### config.mk
export PLATFORM = sky130hd
export DESIGN_NAME = ap_mmio_bridge
export DESIGN_NICKNAME = d
export VERILOG_FILES = /design/src/rtl/ap_pkg.sv /design/src/rtl/ap_addr_decode.sv /design/src/rtl/ap_mmio_bridge.sv
export SDC_FILE = /design/constraint.sdc
export NUM_CORES = 1
export LEC_CHECK = 0
export CAP_MARGIN = 40
export CORE_ASPECT_RATIO = 1.1
export CORE_MARGIN = 2
export CORE_UTILIZATION = 35
export CTS_CLUSTER_DIAMETER = 30
export DETAILED_ROUTE_END_ITERATION = 8
export PLACE_DENSITY = 0.66
export SYNTH_ARGS = -nofsm -noshare
export SYNTH_HDL_FRONTEND = slang
export SYNTH_SLANG_ARGS = --single-unit
export TNS_END_PERCENT = 1
### constraint.sdc
create_clock -name clock -period 3.2 [get_ports clock]
set_clock_uncertainty 0.2 [all_clocks]
set_input_delay 0.64 -clock clock [delete_from_list [all_inputs] [get_ports clock]]
set_output_delay 0.64 -clock clock [all_outputs]
set_load 0.01 [all_outputs]
### src/rtl/ap_pkg.sv
// Shared definitions for the AP MMIO bridge: FSM states, decode kinds,
// address-map constants, status bit positions and the clogb2 helper.
package ap_pkg;

   localparam int CELL_QUANT_DEF = 128;

   // The three CAM columns share the space below the settings block.
   localparam int CAM_A_START   = 0;
   localparam int CAM_B_START   = 2 * CELL_QUANT_DEF;
   localparam int CAM_C_START   = 4 * CELL_QUANT_DEF;
   localparam int SETTINGS_BASE = 6 * CELL_QUANT_DEF;

   // Settings-block offsets.
   localparam int CTRL_OFF = 4;
   localparam int STAT_OFF = 8;

   // Status word bit positions.
   localparam int STAT_IRQ_BIT  = 0;
   localparam int STAT_DONE_BIT = 1;
   localparam int STAT_TMO_BIT  = 2;

   typedef enum logic [2:0] {
      ST_IDLE,
      ST_CAM_WR,
      ST_CAM_RD,
      ST_RD_WAIT,
      ST_STAT_RD,
      ST_SET_WR,
      ST_RESP
   } state_t;

   typedef enum logic [2:0] {
      KIND_CAM_WR,
      KIND_CAM_RD,
      KIND_SET_WR,
      KIND_STAT_RD,
      KIND_ERR
   } kind_t;

   // Bits needed to hold values 0 .. value-1.
   function automatic int clogb2(input int value);
      int r;
      r = 0;
      for (int i = 0; i < 31; i++) begin
         if (((value - 1) >> i) != 0) r = i + 1;
      end
      return r;
   endfunction

endpackage

### src/rtl/ap_addr_decode.sv
// Combinational region decode of a host request into a bridge action.
// CAM accesses are refused while the AP is locked or busy.
module ap_addr_decode
   import ap_pkg::*;
#(
   parameter int AW            = 10,
   parameter int SETTINGS_BASE = 768
) (
   input  logic [AW-1:0] addr,
   input  logic          write,
   input  logic          lock,
   input  logic          busy,
   output kind_t         kind,
   output logic          err
);

   localparam logic [AW-1:0] SET_ADDR  = AW'(SETTINGS_BASE);
   localparam logic [AW-1:0] CTRL_ADDR = AW'(SETTINGS_BASE + CTRL_OFF);
   localparam logic [AW-1:0] STAT_ADDR = AW'(SETTINGS_BASE + STAT_OFF);

   // Classify the request; anything not explicitly legal is an error.
   always_comb begin
      kind = KIND_ERR;
      err  = 1'b1;
      if (addr < SET_ADDR) begin
         if (!lock && !busy) begin
            kind = write ? KIND_CAM_WR : KIND_CAM_RD;
            err  = 1'b0;
         end
      end else if (write && (addr == SET_ADDR || addr == CTRL_ADDR)) begin
         kind = KIND_SET_WR;
         err  = 1'b0;
      end else if (!write && addr == STAT_ADDR) begin
         kind = KIND_STAT_RD;
         err  = 1'b0;
      end
   end

endmodule

### src/rtl/ap_mmio_bridge.sv
// Host MMIO front end for the AP wrapper: accepts single-beat requests,
// sequences wrapper strobes / read latency, returns one response per
// request and tracks the in-flight AP computation.
// Optional build macro AP_BRIDGE_TIMEOUT_EN adds a busy watchdog.
//
// state      | meaning
// -----------+--------------------------------------------------
// ST_IDLE    | ready for a host request
// ST_CAM_WR  | one-cycle CAM write strobe
// ST_CAM_RD  | one-cycle CAM read strobe
// ST_RD_WAIT | waiting out the wrapper read latency
// ST_STAT_RD | sample status, clear done/timeout
// ST_SET_WR  | one-cycle settings write strobe
// ST_RESP    | response held until host consumes it
module ap_mmio_bridge
   import ap_pkg::*;
#(
   parameter int WORD_SIZE   = 8,
   parameter int CELL_QUANT  = 128,
   parameter int READ_LAT    = 2,
   parameter int TIMEOUT_CYC = 4096,
   parameter int AW          = clogb2(CELL_QUANT * 6)
) (
   input  logic          clock,
   input  logic          reset,
   input  logic          host_req_valid,
   output logic          host_req_ready,
   input  logic [AW-1:0] host_req_addr,
   input  logic          host_req_write,
   input  logic [31:0]   host_req_wdata,
   input  logic [3:0]    host_req_mask,
   output logic          host_resp_valid,
   input  logic          host_resp_ready,
   output logic [31:0]   host_resp_rdata,
   output logic          host_resp_err,
   output logic          ap_req_valid,
   output logic          ap_read_async,
   output logic          ap_settings_write_en,
   output logic [AW-1:0] ap_req_addr,
   output logic          ap_req_write,
   output logic [31:0]   ap_req_wdata,
   output logic [3:0]    ap_req_mask,
   input  logic [31:0]   ap_resp,
   output logic          busy,
   output logic          done_irq
);

   localparam int SET_BASE = CELL_QUANT * 6;
   localparam int LW       = clogb2(READ_LAT + 1);
   localparam logic [AW-1:0] CTRL_ADDR = AW'(SET_BASE + CTRL_OFF);
   localparam logic [AW-1:0] STAT_ADDR = AW'(SET_BASE + STAT_OFF);

   state_t        state_q, state_d;
   logic [AW-1:0] req_addr_q, req_addr_d;
   logic [31:0]   req_wdata_q, req_wdata_d;
   logic [3:0]    req_mask_q, req_mask_d;
   logic [LW-1:0] lat_cnt_q, lat_cnt_d;
   logic [31:0]   rdata_q, rdata_d;
   logic          err_q, err_d;
   logic          req_ready_q, req_ready_d;
   logic          resp_valid_q, resp_valid_d;
   logic          ap_valid_q, ap_valid_d;
   logic          ap_write_q, ap_write_d;
   logic          ap_set_we_q, ap_set_we_d;
   logic [AW-1:0] ap_addr_q, ap_addr_d;
   logic [31:0]   ap_wdata_q, ap_wdata_d;
   logic [3:0]    ap_mask_q, ap_mask_d;
   logic          busy_q, busy_d;
   logic          done_q, done_d;
   logic          timeout_q, timeout_d;
   logic          lock_q, lock_d;
   logic          done_irq_q, done_irq_d;
   kind_t         dec_kind;
   logic          dec_err;

   // Only the CAM word is meaningful on a data read; the rest is dropped.
   logic unused_resp_hi;
   assign unused_resp_hi = ^ap_resp[31:WORD_SIZE];

   ap_addr_decode #(.AW(AW), .SETTINGS_BASE(SET_BASE)) u_decode (
      .addr  (host_req_addr),
      .write (host_req_write),
      .lock  (lock_q),
      .busy  (busy_q),
      .kind  (dec_kind),
      .err   (dec_err)
   );

   // Request sequencing; outputs are derived from the next state so they register cleanly.
   always_comb begin
      state_d     = state_q;
      req_addr_d  = req_addr_q;
      req_wdata_d = req_wdata_q;
      req_mask_d  = req_mask_q;
      lat_cnt_d   = lat_cnt_q;
      rdata_d     = rdata_q;
      err_d       = err_q;
      case (state_q)
         ST_IDLE: begin
            if (host_req_valid && req_ready_q) begin
               req_addr_d  = host_req_addr;
               req_wdata_d = host_req_wdata;
               req_mask_d  = host_req_mask;
               rdata_d     = '0;
               err_d       = dec_err;
               state_d     = ST_RESP;
               if (!dec_err) begin
                  case (dec_kind)
                     // A CAM write without the low byte lane is a silent no-op.
                     KIND_CAM_WR:  state_d = host_req_mask[0] ? ST_CAM_WR : ST_RESP;
                     KIND_CAM_RD:  state_d = ST_CAM_RD;
                     KIND_SET_WR:  state_d = ST_SET_WR;
                     KIND_STAT_RD: state_d = ST_STAT_RD;
                     default:      err_d   = 1'b1;
                  endcase
               end
            end
         end
         ST_CAM_WR: state_d = ST_RESP;
         ST_CAM_RD: begin
            lat_cnt_d = LW'(READ_LAT - 1);
            state_d   = ST_RD_WAIT;
         end
         ST_RD_WAIT: begin
            if (lat_cnt_q == '0) begin
               rdata_d = {{(32 - WORD_SIZE){1'b0}}, ap_resp[WORD_SIZE-1:0]};
               state_d = ST_RESP;
            end else begin
               lat_cnt_d = lat_cnt_q - 1'b1;
            end
         end
         ST_SET_WR: state_d = ST_RESP;
         ST_STAT_RD: begin
            rdata_d                = '0;
            rdata_d[STAT_TMO_BIT]  = timeout_q;
            rdata_d[STAT_DONE_BIT] = done_q;
            rdata_d[STAT_IRQ_BIT]  = ap_resp[0];
            state_d                = ST_RESP;
         end
         ST_RESP: if (host_resp_ready) state_d = ST_IDLE;
         default: state_d = ST_IDLE;
      endcase

      req_ready_d  = (state_d == ST_IDLE);
      resp_valid_d = (state_d == ST_RESP);
      ap_valid_d   = (state_d == ST_CAM_WR) || (state_d == ST_CAM_RD);
      ap_write_d   = (state_d == ST_CAM_WR);
      ap_set_we_d  = (state_d == ST_SET_WR);
      case (state_d)
         ST_CAM_WR, ST_CAM_RD, ST_SET_WR: ap_addr_d = req_addr_d;
         ST_RD_WAIT:                      ap_addr_d = req_addr_q;
         ST_STAT_RD:                      ap_addr_d = STAT_ADDR;
         default:                         ap_addr_d = '0;
      endcase
      if (state_d == ST_CAM_WR || state_d == ST_SET_WR) begin
         ap_wdata_d = req_wdata_d;
         ap_mask_d  = req_mask_d;
      end else begin
         ap_wdata_d = '0;
         ap_mask_d  = '0;
      end
   end

`ifdef AP_BRIDGE_TIMEOUT_EN
   localparam int TW = clogb2(TIMEOUT_CYC);
   localparam logic [TW-1:0] TMO_LAST = TW'(TIMEOUT_CYC - 1);
   logic [TW-1:0] tmo_cnt_q, tmo_cnt_d;
`else
   localparam int unused_timeout_cyc = TIMEOUT_CYC;
`endif

   // Busy/done/timeout/lock tracking; a completion outranks a status-read clear,
   // and a fresh trigger outranks both.
   always_comb begin
      busy_d    = busy_q;
      done_d    = done_q;
      timeout_d = timeout_q;
      lock_d    = lock_q;
      if (state_q == ST_STAT_RD) begin
         done_d    = 1'b0;
         timeout_d = 1'b0;
      end
      // During RD_WAIT ap_resp carries CAM data, not the irq line.
      if (busy_q && state_q != ST_RD_WAIT && ap_resp[0]) begin
         busy_d = 1'b0;
         done_d = 1'b1;
      end
`ifdef AP_BRIDGE_TIMEOUT_EN
      tmo_cnt_d = tmo_cnt_q;
      if (busy_q) begin
         if (tmo_cnt_q == TMO_LAST) begin
            busy_d    = 1'b0;
            timeout_d = 1'b1;
         end else begin
            tmo_cnt_d = tmo_cnt_q + 1'b1;
         end
      end
`endif
      if (state_q == ST_SET_WR && req_addr_q == CTRL_ADDR) begin
         lock_d = |req_wdata_q[23:16];
         if (|req_wdata_q[15:8]) begin
            busy_d = 1'b1;
            done_d = 1'b0;
`ifdef AP_BRIDGE_TIMEOUT_EN
            tmo_cnt_d = '0;
`endif
         end
      end
`ifdef AP_BRIDGE_TIMEOUT_EN
      if (!busy_d) tmo_cnt_d = '0;
`endif
      done_irq_d = done_d | timeout_d;
   end

   // State, request latch, flags and registered outputs.
   always_ff @(posedge clock) begin
      if (reset) begin
         state_q      <= ST_IDLE;
         req_addr_q   <= '0;
         req_wdata_q  <= '0;
         req_mask_q   <= '0;
         lat_cnt_q    <= '0;
         rdata_q      <= '0;
         err_q        <= 1'b0;
         req_ready_q  <= 1'b0;
         resp_valid_q <= 1'b0;
         ap_valid_q   <= 1'b0;
         ap_write_q   <= 1'b0;
         ap_set_we_q  <= 1'b0;
         ap_addr_q    <= '0;
         ap_wdata_q   <= '0;
         ap_mask_q    <= '0;
         busy_q       <= 1'b0;
         done_q       <= 1'b0;
         timeout_q    <= 1'b0;
         lock_q       <= 1'b0;
         done_irq_q   <= 1'b0;
`ifdef AP_BRIDGE_TIMEOUT_EN
         tmo_cnt_q    <= '0;
`endif
      end else begin
         state_q      <= state_d;
         req_addr_q   <= req_addr_d;
         req_wdata_q  <= req_wdata_d;
         req_mask_q   <= req_mask_d;
         lat_cnt_q    <= lat_cnt_d;
         rdata_q      <= rdata_d;
         err_q        <= err_d;
         req_ready_q  <= req_ready_d;
         resp_valid_q <= resp_valid_d;
         ap_valid_q   <= ap_valid_d;
         ap_write_q   <= ap_write_d;
         ap_set_we_q  <= ap_set_we_d;
         ap_addr_q    <= ap_addr_d;
         ap_wdata_q   <= ap_wdata_d;
         ap_mask_q    <= ap_mask_d;
         busy_q       <= busy_d;
         done_q       <= done_d;
         timeout_q    <= timeout_d;
         lock_q       <= lock_d;
         done_irq_q   <= done_irq_d;
`ifdef AP_BRIDGE_TIMEOUT_EN
         tmo_cnt_q    <= tmo_cnt_d;
`endif
      end
   end

   assign host_req_ready       = req_ready_q;
   assign host_resp_valid      = resp_valid_q;
   assign host_resp_rdata      = rdata_q;
   assign host_resp_err        = err_q;
   assign ap_req_valid         = ap_valid_q;
   assign ap_read_async        = 1'b0;  // the bridge always uses the synchronous CAM strobe
   assign ap_settings_write_en = ap_set_we_q;
   assign ap_req_addr          = ap_addr_q;
   assign ap_req_write         = ap_write_q;
   assign ap_req_wdata         = ap_wdata_q;
   assign ap_req_mask          = ap_mask_q;
   assign busy                 = busy_q;
   assign done_irq             = done_irq_q;

endmodule

# --- Word level (Yosys, flattened, before mapping) ---
# Index checks and enable logic that the tools add are counted.
word_totals:
  regBits: 140
  inputBits: 83
  output_inout_bits: 87
  wordCells: 113
classes:
  addsub: 1
  n_lt_le_gt_ge: 1
  n_eq_ne: 23
  mux: 38
  n_bitwise: 2
  reduce_logical: 28
op_table:
  columns: ["cell", "count"]
  rows:
  - ["2-to-1 mux 32 bit", 4]
  - ["case mux 32 bit (3 select lines)", 1]
  - ["equality test 10 bit, second input constant", 4]
  - ["case mux 10 bit (3 select lines)", 1]
  - ["2-to-1 mux 3 bit", 9]
  - ["2-to-1 mux 10 bit", 2]
  - ["equality test 3 x 2 -> 1 bit, second input constant", 6]
  - ["equality test 3 bit, second input constant", 6]
  - ["OR reduction 8 bit", 2]
  - ["2-to-1 mux 1 bit", 15]
  - ["case mux 3 bit (5 select lines)", 1]
  - ["case mux 3 bit (4 select lines)", 1]
  - ["< comparator 10 bit, second input constant", 1]
  - ["equality test 3 x 1 -> 1 bit, second input constant", 3]
  - ["logical NOT 3 bit", 3]
  - ["2-to-1 mux 4 bit", 2]
  - ["logical AND 1 bit", 7]
  - ["inequality test 2 bit, second input constant", 3]
  - ["OR reduction 3 bit", 2]
  - ["case mux 2 bit (2 select lines)", 1]
  - ["AND reduction 2 bit", 2]
  - ["OR reduction 4 bit", 1]
  - ["logical NOT 1 bit", 3]
  - ["logical OR 1 bit", 3]
  - ["other kinds (10)", 10]

# --- Logic depth before layout (Yosys ltp) ---
logic_depth:
  word_depth: 14
  ltp_mapped: 9
  mapped_depth_nobuf: 7

# --- By module ---
# Synthesis repeated with hierarchy kept, for this count alone.
hier_totals:
  cells_unflattened: 436
  area_unflattened_um2: 3860.0
modules_own_cells:
  columns: ["mod", "n_inst", "cells_per_inst", "area_each_um2", "seq_area_each_um2"]
  rows:
  - ["ap_mmio_bridge", 1, 424, 3776.1, 1921.8]
  - ["ap_addr_decode", 1, 12, 83.8, 0.0]

# --- Least setup slack after synthesis ---
# No wires, ideal clock.
synth_timing:
  path_type: "input -> register"
  start: "in host_req_addr[0]"
  end: "reg ap_addr_q[6], in the netlist ap_req_addr[6]"
  setup_ns: 0.143
  arrival_time_ns: 2.095
  required_time_ns: 2.857
  slack_ns: 0.762
  cell_stages: 6
  n_path_buf: 1
  cell_sequence: "nor4bb_1 -> o211ai_1 -> a32o_1 -> buf_2 -> mux2i_1 -> a22oi_1"
synth_via:
  elab_chain_cells: 13
  word_cells_on_any_way: 28
  classes_between: "1 x order compare; 11 x eq/ne; 11 x mux; 5 x reduce/logical"
synth_lines:
  columns: ["item", "line", "source"]
  rows:
  - ["start: declaration", "ap_mmio_bridge.sv:28", "input logic [AW-1:0] host_req_addr,"]
  - ["parallel branches: the longest is 7 deep, another holds < comparator 10 bit", null, null]
  - ["2-to-1 mux 3 bit *", "ap_mmio_bridge.sv:107", "if (!dec_err) begin"]
  - ["2-to-1 mux 3 bit *", "ap_mmio_bridge.sv:100", "if (host_req_valid && req_ready_q) begin"]
  - ["case mux 3 bit (5 select lines) *", "ap_mmio_bridge.sv:98", "case (state_q)"]
  - ["equality test 3 x 1 -> 1 bit (tied with other cells)", "ap_mmio_bridge.sv:149", "case (state_d)"]
  - ["OR reduction 3 bit", "ap_mmio_bridge.sv:149", null]
  - ["case mux 10 bit (3 select lines) *", "ap_mmio_bridge.sv:149", null]
  - ["end signal: assignment", "ap_mmio_bridge.sv:254", "ap_addr_q <= ap_addr_d;"]
  - ["end: declaration", "ap_mmio_bridge.sv:65", "logic [AW-1:0] ap_addr_q, ap_addr_d;"]
# Mark *: on every way between the ends.
# A chain may end at the register's enable or synchronous reset.

# --- Worst setup path after layout ---
layout_timing:
  start: "in host_req_addr[9]"
  end: "reg ap_addr_q[6], in the netlist ap_req_addr[6]"
# The elaborated chain is that of the path after synthesis.

==> run summary <==
Wire per inst -> 14.82 microns
Worst-case clock buffer depth -> 2
Simple-gate portion of the synthesized area -> 0.2070
Routed Antenna Nets -> 0
CTS tree -> yes
Layout Area Growth over Synthesis -> 43.60%
Pwr Density -> 752.1 nW/um^2
Most frequent cells in the layout -> 119 x clkdlybuf4s50_1, 116 x dfxtp_1, 54 x nor2_1, 38 x mux2i_1, 35 x nor3_1
Final Util -> 0.5095
Mapped Area -> 4448 sq um
Overall Global Routing Usage -> 0.1664
Die area -> 13630 sq um
TritonRoute pass-1 iters -> 5
Placed cell count -> 731
Unrepaired setup endpoints after global routing -> no
Vias per inst -> 4.915
Main combinational cell family by area after synthesis -> simple AND/OR/NAND/NOR gates
H-tree depth -> 4
Final Net Count -> 677
Root buf cell -> clkbuf_16
Number of buffers created by CTS -> 17
Top cells by area, synth -> dfxtp_1 52%, mux2i_1 8.6%, nor2_1 4.6%
Clock transition at path regs -> 0.05 ns
CTS hold repair buffers -> 0
FP Rows -> 43
Status -> finished clean
DRC -> 0
Max Cap Viol -> 0
Post-synth top area cell -> dfxtp_1
Post-route setup TNS -> 0 ns
Post-CTS setup buffer count -> 0
Finish-stage setup viols -> 0
Vias in the first global route -> 3763
Critical Path Fanout Max -> 10
Clk sinks -> 116
Layout Cells excl Fill -> 763
Lkg Pwr -> 2.342 nW
Layout cells sized above 1 -> 0.1139
F_max -> 356.1 MHz
Initial Util -> 0.3548
Flops & latches, synth -> 116
Crit share post-route -> 0.8775
Crit. End Element -> flip-flop
Antenna diode count -> 0
CP peak stage delay -> 0.54 ns
Grt ovf -> 0
Die width -> 111.5 microns
CP Cell Sequence -> clkdlybuf4s50_1 -> nor4bb_1 -> o211ai_1 -> a32o_1 -> mux2i_1 -> buf_4 -> a22oi_1
Hold WC Path Type -> flip-flop to flip-flop
Ys flop type -> dfxtp_1
Mux cell area share after synthesis -> 0.08551
DRT iter0 DRCs -> 135
IO buf count -> 120
Clock Latency Late Sink -> 0.41 ns
Min Tclk post-route -> 2.808 ns
Top delay family on crit path -> compound AO/OA/AOI/OAI gates
Crit start category -> primary input
Die height -> 122.2 microns
Initial antenna violation count -> 0
Post-synth EDFFs -> 0
Register area share after synthesis -> 0.5221
IO Pins -> 170
DP HPWL -> 8158 microns
XOR/XNOR Fraction of Synth Area -> 0
First-pass GRT wire length -> 17990 microns
Synth Area in Compound Gates -> 0.1004
Post-CTS Resized -> 0
Crit Path Category -> primary input to flip-flop
Core box area -> 12540 sq um
Critical path buffers and inverters -> 2
VDD IR max -> 349.2 uV
Slowest cell on crit path -> clkdlybuf4s50_1
Gp weighted congestion -> 0.8359
Share of the synthesized area in the top cell type -> 0.5221
Mapped Avg Cell Area -> 9.670 sq um
Post-synth ARST share -> 0
Most common cell after layout, fill and taps aside -> clkdlybuf4s50_1
Tightest Pin Transition -> 0.6290 ns
Data arrival, critical path -> 2.93 ns
Unique masters post-synth -> 46
Final slew viol count -> 0
Final hold vios -> 0
Via count -> 3750
Synth Area in Adders -> 0.002813
Largest net degree at the start of global routing -> 44
Slew headroom -> 0.5807
Post-Synthesis Cells -> 460
Yosys warnings -> 0
Required time of the worst setup path -> 3.32 ns
Final wirelength -> 11310 microns
==> state kept, by name (all words and copies together), names as in the netlist, 2 cells and up <==
signal	flops
ap_req_wdata	32
req_wdata_q	32
lat_cnt_q	2
ap_req_mask	4
state_q	3
host_resp_rdata	8
req_addr_q	10
ap_req_addr	10
req_mask_q	4
==> worst register-to-register path: stages, from the launching register on <==
cell	delay, ns
dfxtp_1	0.40
or3_1	0.52
or2_0	0.30
or3_4	0.45
and3_1	0.22
a221o_1	0.28
==> synthesized netlist by cell type (2+ instances only) <==
master and instances:
nand2_1 29, nand2b_1 3, o21ai_0 6, nor3_1 35, a32o_1 2, a211oi_1 3, nand3_1 6, nor3b_1 3
a32oi_1 5, a221oi_1 2, mux2i_1 38, a221o_1 6, buf_4 25, a22oi_1 3, clkbuf_1 14, dfxtp_1 116
and3_1 8, inv_1 9, nor4_1 14, a211oi_2 2, or3_1 2, o211ai_1 3, nor3_2 11, a21boi_0 3
nor2b_1 2, nor2_1 54, buf_1 2, a21oi_1 24, buf_2 7, buf_6 4, and2_1 4
==> area by class of cell <==
class                      count  area (sq um)
sequential                   116          2322
inverter                       9         33.78
multi-input combinational    307          1859
tap                          157         196.4
clock inverter                11         151.4
fill                        1198          6148
timing repair buffer         142          1364
clock buffer                  21         460.4
==> power breakdown <==
part	total (mW)	internal (mW)	switching [mW]
Clock	1.95	1.27	0.679
Combinational	1.17	0.528	0.644
Sequential	1.68	1.60	0.0867
==> stage by stage <==
stage               area [sq um]  setup WS (ns)  hold slack, ns  power (mW)
finish                      6387         0.3920          0.2531       4.804
global route                6387         0.2608          0.2700       5.029
CTS                         6387         0.4358          0.2511       4.830
detailed placement          5776        0.05006          0.2442       2.876
global placement            5776         0.1251          0.2383       2.854
floorplan                   4538         0.7618          0.2450       2.454
==> layer usage <==
layer	track usage	part of all wire	routed length [microns]	vias to the layer above
met5	0	0	0	-
met4	0.08719	0.027	310	0
met3	0.05235	0.060	682	28
met2	0.2824	0.50	5606	129
met1	0.1894	0.42	4710	1753
li1	-	-	-	1840
==> final timing paths <==
| check | end | start | cells after the start | slack [ns] |
|---|---|---|---|---|
| min reg2reg | host_resp_rdata[4]$_SDFFE_PP0P_ | host_resp_rdata[4]$_SDFFE_PP0P_ | 2 | 0.25 |
| min | host_resp_rdata[4]$_SDFFE_PP0P_ | host_resp_rdata[4]$_SDFFE_PP0P_ | 2 | 0.25 |
| max | ap_req_addr[6]$_SDFF_PP0_ | host_req_addr[9] | 7 | 0.39 |
| max reg2reg | ap_req_addr[9]$_SDFF_PP0_ | state_q[0]$_SDFF_PP0_ | 5 | 0.71 |
==> cells by family after synthesis <==
family,after synthesis
simple gates,179
flops,116
compound gates,64
buf+inv,61
mux,38
fa+ha+maj,1
other cells,1
Power figures use the tool's default switching activity.
